--- config.mk ---
export PLATFORM = sky130hd
export DESIGN_NAME = datapath_regbank_flat
export DESIGN_NICKNAME = d
export VERILOG_FILES = /design/src/rtl/datapath_regbank_if.sv /design/src/rtl/datapath_regbank.sv /design/src/flat_wrapper.sv
export SDC_FILE = /design/constraint.sdc
export NUM_CORES = 2
export LEC_CHECK = 0
export CAP_MARGIN = 20
export CORE_ASPECT_RATIO = 1.75
export CORE_MARGIN = 2
export CORE_UTILIZATION = 52
export DETAILED_ROUTE_END_ITERATION = 16
export PLACE_DENSITY = 0.83
export SYNTH_ARGS = -nofsm -noshare
export SYNTH_HDL_FRONTEND = slang
export SYNTH_SLANG_ARGS = --single-unit
--- constraint.sdc ---
create_clock -name clk -period 2.1 [get_ports clk]
set_input_delay 0.42 -clock clk [delete_from_list [all_inputs] [get_ports clk]]
set_output_delay 0.42 -clock clk [all_outputs]
set_load 0.02 [all_outputs]
--- src/rtl/datapath_regbank_if.sv ---
// rtl/datapath_regbank_if.sv - bus and register-bank signal bundle for datapath_regbank
interface datapath_regbank_if #(
  parameter int WIDTH = 32,
  parameter int NREGS = 16
) ();
  localparam int RW = $clog2(NREGS);
  localparam int SW = $clog2(NREGS + 8);

  logic [WIDTH-1:0]   bus_in;
  logic               reg_wr;
  logic [RW-1:0]      wr_sel;
  logic [RW-1:0]      rd_sel_a;
  logic [RW-1:0]      rd_sel_b;
  logic [WIDTH-1:0]   rd_a;
  logic [WIDTH-1:0]   rd_b;
  logic               hazard_a;
  logic               hazard_b;
  logic               lock_en;
  logic [RW-1:0]      lock_sel;
  logic               y_in;
  logic [WIDTH-1:0]   y_val;
  logic               z_in;
  logic [2*WIDTH-1:0] alu_res;
  logic               hi_in;
  logic               lo_in;
  logic               hilo_ld;
  logic [WIDTH-1:0]   hi_val;
  logic [WIDTH-1:0]   lo_val;
  logic [WIDTH-1:0]   pc_val;
  logic [WIDTH-1:0]   mdr_val;
  logic [WIDTH-1:0]   inport_val;
  logic [WIDTH-1:0]   c_val;
  logic [SW-1:0]      src_sel;
  logic [WIDTH-1:0]   bus_out;

  modport master (
    output bus_in, reg_wr, wr_sel, rd_sel_a, rd_sel_b, lock_en, lock_sel,
           y_in, z_in, alu_res, hi_in, lo_in, hilo_ld,
           pc_val, mdr_val, inport_val, c_val, src_sel,
    input  rd_a, rd_b, hazard_a, hazard_b, y_val, hi_val, lo_val, bus_out
  );

  modport slave (
    input  bus_in, reg_wr, wr_sel, rd_sel_a, rd_sel_b, lock_en, lock_sel,
           y_in, z_in, alu_res, hi_in, lo_in, hilo_ld,
           pc_val, mdr_val, inport_val, c_val, src_sel,
    output rd_a, rd_b, hazard_a, hazard_b, y_val, hi_val, lo_val, bus_out
  );
endinterface

--- src/rtl/datapath_regbank.sv ---
// rtl/datapath_regbank.sv - general/staging register bank with busy scoreboard and bus source mux
module datapath_regbank #(
  parameter int WIDTH   = 32,
  parameter int NREGS   = 16,
  parameter int R0_ZERO = 1,
  parameter int BYPASS  = 0
) (
  input logic               clk,
  input logic               reset,
  datapath_regbank_if.slave dp
);
  localparam int RW = $clog2(NREGS);
  localparam int SW = $clog2(NREGS + 8);
  localparam logic [RW:0]   NREGS_R = NREGS[RW:0];
  localparam logic [SW-1:0] NREGS_S = NREGS[SW-1:0];

  logic [WIDTH-1:0]   regs_q [NREGS];
  logic [WIDTH-1:0]   regs_d [NREGS];
  logic [NREGS-1:0]   busy_q, busy_d;
  logic [WIDTH-1:0]   y_q, y_d;
  logic [2*WIDTH-1:0] z_q, z_d;
  logic [WIDTH-1:0]   hi_q, hi_d;
  logic [WIDTH-1:0]   lo_q, lo_d;
  logic [SW-1:0]      src_off;

  // An index is live when it names a real register that is not the hardwired zero R0
  function automatic logic live(input logic [RW-1:0] idx);
    return ({1'b0, idx} < NREGS_R) && !((R0_ZERO != 0) && (idx == '0));
  endfunction

  // Next-state: bus/ALU loads, scoreboard set/clear (lock wins), HI/LO bus load over Z split
  always_comb begin
    regs_d = regs_q;
    busy_d = busy_q;
    y_d    = y_q;
    z_d    = z_q;
    hi_d   = hi_q;
    lo_d   = lo_q;
    if (dp.reg_wr && live(dp.wr_sel)) begin
      regs_d[dp.wr_sel] = dp.bus_in;
      busy_d[dp.wr_sel] = 1'b0;
    end
    if (dp.lock_en && live(dp.lock_sel)) begin
      busy_d[dp.lock_sel] = 1'b1;
    end
    if (dp.y_in) y_d = dp.bus_in;
    if (dp.z_in) z_d = dp.alu_res;
    if (dp.hi_in) hi_d = dp.bus_in;
    else if (dp.hilo_ld) hi_d = z_q[2*WIDTH-1:WIDTH];
    if (dp.lo_in) lo_d = dp.bus_in;
    else if (dp.hilo_ld) lo_d = z_q[WIDTH-1:0];
  end

  // State registers with synchronous reset overriding every load
  always_ff @(posedge clk) begin
    if (reset) begin
      for (int i = 0; i < NREGS; i++) regs_q[i] <= '0;
      busy_q <= '0;
      y_q    <= '0;
      z_q    <= '0;
      hi_q   <= '0;
      lo_q   <= '0;
    end else begin
      regs_q <= regs_d;
      busy_q <= busy_d;
      y_q    <= y_d;
      z_q    <= z_d;
      hi_q   <= hi_d;
      lo_q   <= lo_d;
    end
  end

  // Read ports and hazard flags; optional same-cycle forwarding of the write data
  always_comb begin
    dp.rd_a     = '0;
    dp.rd_b     = '0;
    dp.hazard_a = 1'b0;
    dp.hazard_b = 1'b0;
    if (live(dp.rd_sel_a)) begin
      dp.hazard_a = busy_q[dp.rd_sel_a];
      if ((BYPASS != 0) && dp.reg_wr && (dp.wr_sel == dp.rd_sel_a)) dp.rd_a = dp.bus_in;
      else dp.rd_a = regs_q[dp.rd_sel_a];
    end
    if (live(dp.rd_sel_b)) begin
      dp.hazard_b = busy_q[dp.rd_sel_b];
      if ((BYPASS != 0) && dp.reg_wr && (dp.wr_sel == dp.rd_sel_b)) dp.rd_b = dp.bus_in;
      else dp.rd_b = regs_q[dp.rd_sel_b];
    end
  end

  // Shared bus source: general registers first, then staging and external sources
  always_comb begin
    dp.bus_out = '0;
    src_off    = dp.src_sel - NREGS_S;
    if (dp.src_sel < NREGS_S) begin
      if (live(dp.src_sel[RW-1:0])) dp.bus_out = regs_q[dp.src_sel[RW-1:0]];
    end else begin
      case (src_off)
        SW'(0):  dp.bus_out = hi_q;
        SW'(1):  dp.bus_out = lo_q;
        SW'(2):  dp.bus_out = z_q[2*WIDTH-1:WIDTH];
        SW'(3):  dp.bus_out = z_q[WIDTH-1:0];
        SW'(4):  dp.bus_out = dp.pc_val;
        SW'(5):  dp.bus_out = dp.mdr_val;
        SW'(6):  dp.bus_out = dp.inport_val;
        SW'(7):  dp.bus_out = dp.c_val;
        default: dp.bus_out = '0;
      endcase
    end
  end

  assign dp.y_val  = y_q;
  assign dp.hi_val = hi_q;
  assign dp.lo_val = lo_q;
endmodule

--- src/flat_wrapper.sv ---
// flat-port wrapper written by rule: the top's interface ports become plain ports
module datapath_regbank_flat 
#(
  parameter int WIDTH   = 32,
  parameter int NREGS   = 16,
  parameter int R0_ZERO = 1,
  parameter int BYPASS  = 0
)
  (clk, reset, dp_bus_in, dp_reg_wr, dp_wr_sel, dp_rd_sel_a, dp_rd_sel_b, dp_lock_en, dp_lock_sel, dp_y_in, dp_z_in, dp_alu_res, dp_hi_in, dp_lo_in, dp_hilo_ld, dp_pc_val, dp_mdr_val, dp_inport_val, dp_c_val, dp_src_sel, dp_rd_a, dp_rd_b, dp_hazard_a, dp_hazard_b, dp_y_val, dp_hi_val, dp_lo_val, dp_bus_out);
  datapath_regbank_if #(.WIDTH(WIDTH), .NREGS(NREGS)) dp_i ();
  input logic clk;
  input logic reset;
  input wire logic [$bits(dp_i.bus_in)-1:0] dp_bus_in;
  input wire logic [$bits(dp_i.reg_wr)-1:0] dp_reg_wr;
  input wire logic [$bits(dp_i.wr_sel)-1:0] dp_wr_sel;
  input wire logic [$bits(dp_i.rd_sel_a)-1:0] dp_rd_sel_a;
  input wire logic [$bits(dp_i.rd_sel_b)-1:0] dp_rd_sel_b;
  input wire logic [$bits(dp_i.lock_en)-1:0] dp_lock_en;
  input wire logic [$bits(dp_i.lock_sel)-1:0] dp_lock_sel;
  input wire logic [$bits(dp_i.y_in)-1:0] dp_y_in;
  input wire logic [$bits(dp_i.z_in)-1:0] dp_z_in;
  input wire logic [$bits(dp_i.alu_res)-1:0] dp_alu_res;
  input wire logic [$bits(dp_i.hi_in)-1:0] dp_hi_in;
  input wire logic [$bits(dp_i.lo_in)-1:0] dp_lo_in;
  input wire logic [$bits(dp_i.hilo_ld)-1:0] dp_hilo_ld;
  input wire logic [$bits(dp_i.pc_val)-1:0] dp_pc_val;
  input wire logic [$bits(dp_i.mdr_val)-1:0] dp_mdr_val;
  input wire logic [$bits(dp_i.inport_val)-1:0] dp_inport_val;
  input wire logic [$bits(dp_i.c_val)-1:0] dp_c_val;
  input wire logic [$bits(dp_i.src_sel)-1:0] dp_src_sel;
  output wire logic [$bits(dp_i.rd_a)-1:0] dp_rd_a;
  output wire logic [$bits(dp_i.rd_b)-1:0] dp_rd_b;
  output wire logic [$bits(dp_i.hazard_a)-1:0] dp_hazard_a;
  output wire logic [$bits(dp_i.hazard_b)-1:0] dp_hazard_b;
  output wire logic [$bits(dp_i.y_val)-1:0] dp_y_val;
  output wire logic [$bits(dp_i.hi_val)-1:0] dp_hi_val;
  output wire logic [$bits(dp_i.lo_val)-1:0] dp_lo_val;
  output wire logic [$bits(dp_i.bus_out)-1:0] dp_bus_out;
  assign dp_i.bus_in = dp_bus_in;
  assign dp_i.reg_wr = dp_reg_wr;
  assign dp_i.wr_sel = dp_wr_sel;
  assign dp_i.rd_sel_a = dp_rd_sel_a;
  assign dp_i.rd_sel_b = dp_rd_sel_b;
  assign dp_i.lock_en = dp_lock_en;
  assign dp_i.lock_sel = dp_lock_sel;
  assign dp_i.y_in = dp_y_in;
  assign dp_i.z_in = dp_z_in;
  assign dp_i.alu_res = dp_alu_res;
  assign dp_i.hi_in = dp_hi_in;
  assign dp_i.lo_in = dp_lo_in;
  assign dp_i.hilo_ld = dp_hilo_ld;
  assign dp_i.pc_val = dp_pc_val;
  assign dp_i.mdr_val = dp_mdr_val;
  assign dp_i.inport_val = dp_inport_val;
  assign dp_i.c_val = dp_c_val;
  assign dp_i.src_sel = dp_src_sel;
  assign dp_rd_a = dp_i.rd_a;
  assign dp_rd_b = dp_i.rd_b;
  assign dp_hazard_a = dp_i.hazard_a;
  assign dp_hazard_b = dp_i.hazard_b;
  assign dp_y_val = dp_i.y_val;
  assign dp_hi_val = dp_i.hi_val;
  assign dp_lo_val = dp_i.lo_val;
  assign dp_bus_out = dp_i.bus_out;
  datapath_regbank #(.WIDTH(WIDTH), .NREGS(NREGS), .R0_ZERO(R0_ZERO), .BYPASS(BYPASS)) u_core (.clk(clk), .reset(reset), .dp(dp_i));
endmodule
==> reports/metrics.cfg, run 1 <==
[place]
gp_congestion = 1.09
hpwlAfterDp_microns = 128000
io_buffers = 447
placed_area_sq_um = 50000
pre_cts_ws_ns = -1.56

[floorplanning]
dieWidth_microns = 209
start_util_pct = 52.5
io_pins = 448
rows = 131
die_h_microns = 363

[global_routing]
grt_overflow = 6
grt_antenna_before_repair = 32
grt_usage_pct = 80.0
grt_max_degree = 95

[cts]
ctsHoldBuffers = 0
clkSinkCount = 688
htreeDepth = 2
cts-root-buf = clkbuf_16
cts_buffer_depth = 3
numCtsBuffers = 61

[synth]
synth_edf_count = 0
yosysSeqAreaShare_pct = 35.9
syn_area_per_cell_sq_um = 8.77
async_reset_ff_share_pct = 0
yosysUniqueCellTypes = 60
yosysWarnings = 0
synth-main-ff-cell = dfxtp_1
ys_ff_latch = 688
synth_area_sq_um = 38300
synth_cells = 4372
postSynthNetCount = 4626

[status]
error = [ERROR GRT-0232] Routing congestion too high. Check the congestion heatmap in the GUI.
haltStage = global routing (5_1_grt)
outcome = stopped before the end

[sta]
postGrtWorstEndpoint = dp_bus_out[29]
endpoint_type = top-level output

-- cells by family after synthesis --
family	count (synthesis)	share of synthesized area (%)
AOI/OAI and AO/OA	1042	16.2
buffers and inverters	447	5.07
and+or+nand+nor	1459	15.3
DFF	688	35.9
muxes	736	27.5
-- per-layer routing --
metal / GRT overflow / track usage [%]
met5: 0 / 54.1
met4: 3 / 80.9
met3: 2 / 72.9
met2: 1 / 93.5
met1: 0 / 74.9
-- cell usage after synthesis, types with 3 or more instances --
cell | n | area, sq um
o2bb2ai_1 | 8 | 70.1
a221oi_2 | 3 | 45.0
nor3_1 | 5 | 25.0
clkbuf_1 | 301 | 1130
buf_4 | 26 | 195
mux4_2 | 252 | 5680
a211oi_1 | 73 | 548
o22ai_1 | 49 | 307
o32ai_1 | 3 | 26.3
a221oi_1 | 89 | 780
nand3_1 | 7 | 35.0
nor2_1 | 311 | 1170
and2_1 | 4 | 25.0
a22o_1 | 11 | 96.3
nor2b_1 | 45 | 282
or3b_1 | 3 | 26.3
nand2_1 | 1035 | 3880
nor3_2 | 3 | 30.0
nand3b_1 | 4 | 30.0
mux2i_1 | 467 | 4670
nand2b_1 | 7 | 43.8
o21ai_0 | 30 | 150
a22oi_1 | 59 | 443
mux2_2 | 17 | 191
and3_1 | 11 | 68.8
a21oi_1 | 670 | 3350
buf_2 | 86 | 430
o211ai_1 | 10 | 75.1
inv_1 | 3 | 11.3
buf_1 | 19 | 71.3
dfxtp_1 | 688 | 13800
o2111ai_1 | 14 | 123
o221ai_1 | 13 | 114
a32oi_1 | 4 | 35.0
buf_6 | 8 | 90.1
-- per-stage QoR --
step	hold WS [ns]	std cells	util, %
detailed placement	0.467	6073	68.5
CTS	0.116	6306	77.2
global placement	0.457	6073	68.5
floorplan	0.451	4372	-
-- what timing repair did --
action | 4_1_cts
cloned | 13
pin swaps | 238
buffers inserted | 120
gates resized for setup | 1240
endpoints found under the setup margin | 144
==> inputs of run 2 (changes only) <==
--- a/config.mk
+++ b/config.mk
@@ -6,11 +6,10 @@
 export NUM_CORES = 2
 export LEC_CHECK = 0
 export CAP_MARGIN = 20
-export CORE_ASPECT_RATIO = 1.75
 export CORE_MARGIN = 2
-export CORE_UTILIZATION = 52
+export CORE_UTILIZATION = 40
 export DETAILED_ROUTE_END_ITERATION = 16
-export PLACE_DENSITY = 0.83
+export PLACE_DENSITY_LB_ADDON = 0.15
 export SYNTH_ARGS = -nofsm -noshare
 export SYNTH_HDL_FRONTEND = slang
 export SYNTH_SLANG_ARGS = --single-unit
==> constraint.sdc (replaced) <==
create_clock -name clk -period 2.73 [get_ports clk]
set_input_delay 0.546 -clock clk [delete_from_list [all_inputs] [get_ports clk]]
set_output_delay 0.546 -clock clk [all_outputs]
set_load 0.02 [all_outputs]
==> reports/metrics.cfg, run 2 <==
[status]
outcome = complete, but fails checks
violations = negative setup slack

[setup_path]
crit_arrival_ns = 2.45
rr_startpoint = u_core.z_q[17]$_SDFFE_PP0P_
critical_path_class = flip-flop to output pin
worstSetupEndpoint = dp_bus_out[3]
regToRegSetupSlack_ns = 1.66
worstSetupEndpointType = output pin
crit_path_start = u_core.regs_q[131]$_SDFFE_PP0P_
critPathLaunchType = flip-flop
cp_max_fo = 2
required_ns = 2.18
r2r_cells = 5
r2r-end = u_core.dp.lo_val[17]$_SDFFE_PP0P_

[route]
drc = 0
drt_iter0_drc = 5770
dr.pass1.iters = 6
routed_wl_microns = 198000
vias = 40700
vias_per_cell = 6.28
ant_nets = 0
wire_per_inst_microns = 30.5

[synth]
yosysUniqueCellTypes = 60
yosysSeqAreaShare_pct = 35.9
synth_xor_area_share_pct = 0
postSynthNetCount = 4626
synthSimpleGateAreaFrac_pct = 15.3
synthTopCellsByArea = dfxtp_1 (36%), mux4_2 (15%), mux2i_1 (12%)
syn_area_per_cell_sq_um = 8.77
yosysTopAreaCell = dfxtp_1
ys_ff_latch = 688
synth_top_family_by_area = multiplexers
synth_compound_area_share_pct = 16.2
async_reset_ff_share_pct = 0
yosys.area.top_type_share_pct = 35.9
yosysWarnings = 0
synth-main-ff-cell = dfxtp_1
synth_cells = 4372
synth_common_cells = nand2_1 (1035), dfxtp_1 (688), a21oi_1 (670), mux2i_1 (467), nor2_1 (311)
synth_edf_count = 0
synth_mux_area_share_pct = 27.5
synth_area_sq_um = 38300
synth_fa_ha_area_share_pct = 0
synthMostInstantiatedCell = nand2_1

[place]
pre_cts_ws_ns = -1.37
io_buffers = 447
dp.cells = 6165
gp_congestion = 0.992
hpwlAfterDp_microns = 129000

[sta]
rsz0062_at_grt = true
min_period_ns = 2.99
setup_viol = 41
relSlewSlack_pct = 34.0
final.setup.tns_ns = -3.89
timing.fmax_ghz = 0.334
post-route-period-util_pct = 110
hold_viol = 0
tightest_slew_ns = 0.987
fin_skew_ns = 0.0275
finalMaxSlewViolations = 0
setup_ws_ns = -0.263

[layout]
largest_reg_flops = 512
top_regs = u_core.regs_q x512, u_core.z_q x64
area_delta_synth_final_pct = 45.6
top_register = u_core.regs_q
layout_common_cells = nand2_1 (1011), dfxtp_1 (648), a21oi_1 (615), buf_4 (448), mux2i_1 (436)
fin_util_pct = 58.7
final_common_cell = nand2_1
fillers = 8263
final_nets = 5407
drive_gt1_share_pct = 31.2
final-instance-count-excl-fill = 6486

[global_routing]
grt_pass1_vias = 38400
grt_pass1_wl_microns = 276000
grt_antenna_before_repair = 11
grt_max_degree = 106
grt_overflow = 0
grt_usage_pct = 38.7

[cts]
clk_pin_slew_ns = 0.06
clock_latency_ns = 0.66
cts_buffer_depth = 3
cts-root-buf = clkbuf_16
clkSinkCount = 688
numCtsBuffers = 79
htreeDepth = 3
ctsHoldBuffers = 0
cts_tree = yes

[power_and_ir_drop]
p_leak_nw = 20.6
combPwrFrac_pct = 19.3
p_int_mw = 19.1
swShare_pct = 28.8
power.density_nw_per_um2 = 481
p_seq_share_pct = 39.2
pwr-share-clk_pct = 41.5
p_sw_mw = 7.73
ir_drop_mv = 0.436

[floorplanning]
die_h_microns = 314
core_area_sq_um = 95000
start_util_pct = 40.3
die_area_sq_um = 98300
rows = 113
dieWidth_microns = 314
io_pins = 448

[worst_hold_path]
holdCritStartpoint = reset
whs_path_depth = 2
hp-class = input pin to flip-flop

[flow_run]
max-cap-violations = 0

==> run 2: worst min path at each step <==
| stage | slack, ns | endpoint |
|---|---|---|
| after floorplan | 0.45 | u_core.busy_q[0]$_SDFF_PP0_ |
| after global placement | 0.46 | u_core.regs_q[11]$_SDFFE_PP0P_ |
| after detailed placement | 0.47 | u_core.regs_q[506]$_SDFFE_PP0P_ |
| after CTS | 0.22 | u_core.dp.y_val[17]$_SDFFE_PP0P_ |
| after global routing | 0.25 | u_core.z_q[19]$_SDFFE_PP0P_ |
| final | 0.24 | u_core.dp.y_val[17]$_SDFFE_PP0P_ |
==> run 2: critical path, stage by stage, from the launching register on <==
cell     delay [ns]
dfxtp_2        0.32
mux4_2         0.50
nand2_4        0.12
a21oi_2        0.06
buf_4          0.14
nor4_4         0.25
o21ai_1        0.17
buf_4          0.19
==> run 2: power by group through the flow <==
stage | Clock (mW) | Combinational [mW] | Sequential [mW]
CTS | 11.2 | 4.78 | 10.5
finish | 11.1 | 5.18 | 10.5
floorplan | 0 | 1.93 | 10.7
global placement | 0 | 4.22 | 10.7
global route | 11.5 | 5.32 | 10.5
detailed placement | 0 | 4.23 | 10.7
==> run 2: layout make-up <==
type	instances	area, sq um	share of cell area (%)
multi-input combinational	3237	25000	44.9
tap	1265	1580	2.84
inverter	6	25.0	0.0449
clock buffer	113	2320	4.15
antenna	10	25.0	0.0449
clock inverter	26	302	0.541
timing repair buffer	1141	12700	22.7
sequential	688	13800	24.8
==> run 2: layer usage <==
layer | routed length, microns | share of wire (%) | track usage (%)
met5 | 13 | 0.0066 | 0
met4 | 15200 | 7.7 | 25.3
met3 | 22600 | 11 | 9.56
met2 | 88300 | 45 | 59.9
met1 | 72000 | 36 | 48.0
==> run 2: repair_timing <==
item | in CTS | in global routing
setup buffers | 115 | 64
setup endpoints to repair | 98 | 96
gates resized for setup | 811 | 334
pin swaps | 103 | 146
cloned | 21 | 10
==> run 2: cell families (layout without fill, tap and decap cells) <==
| family | after synthesis | in the layout |
|---|---|---|
| AO/OA/AOI/OAI | 1042 | 1042 |
| buffers and inverters | 447 | 1286 |
| flip-flops | 688 | 688 |
| multiplexers | 736 | 736 |
| other | 0 | 10 |
| AND/OR/NAND/NOR | 1459 | 1459 |
==> run 2: through the flow <==
step                      instance area, sq um  power, mW  hold WS [ns]
final                                    55800       26.8         0.236
after global routing                     55800       27.4         0.255
after CTS                                53900       26.4         0.223
after detailed placement                 47900       14.9         0.469
after global placement                   47900       14.9         0.462
after floorplan                          38300       12.7         0.451
(Power assumes the default switching activity.)
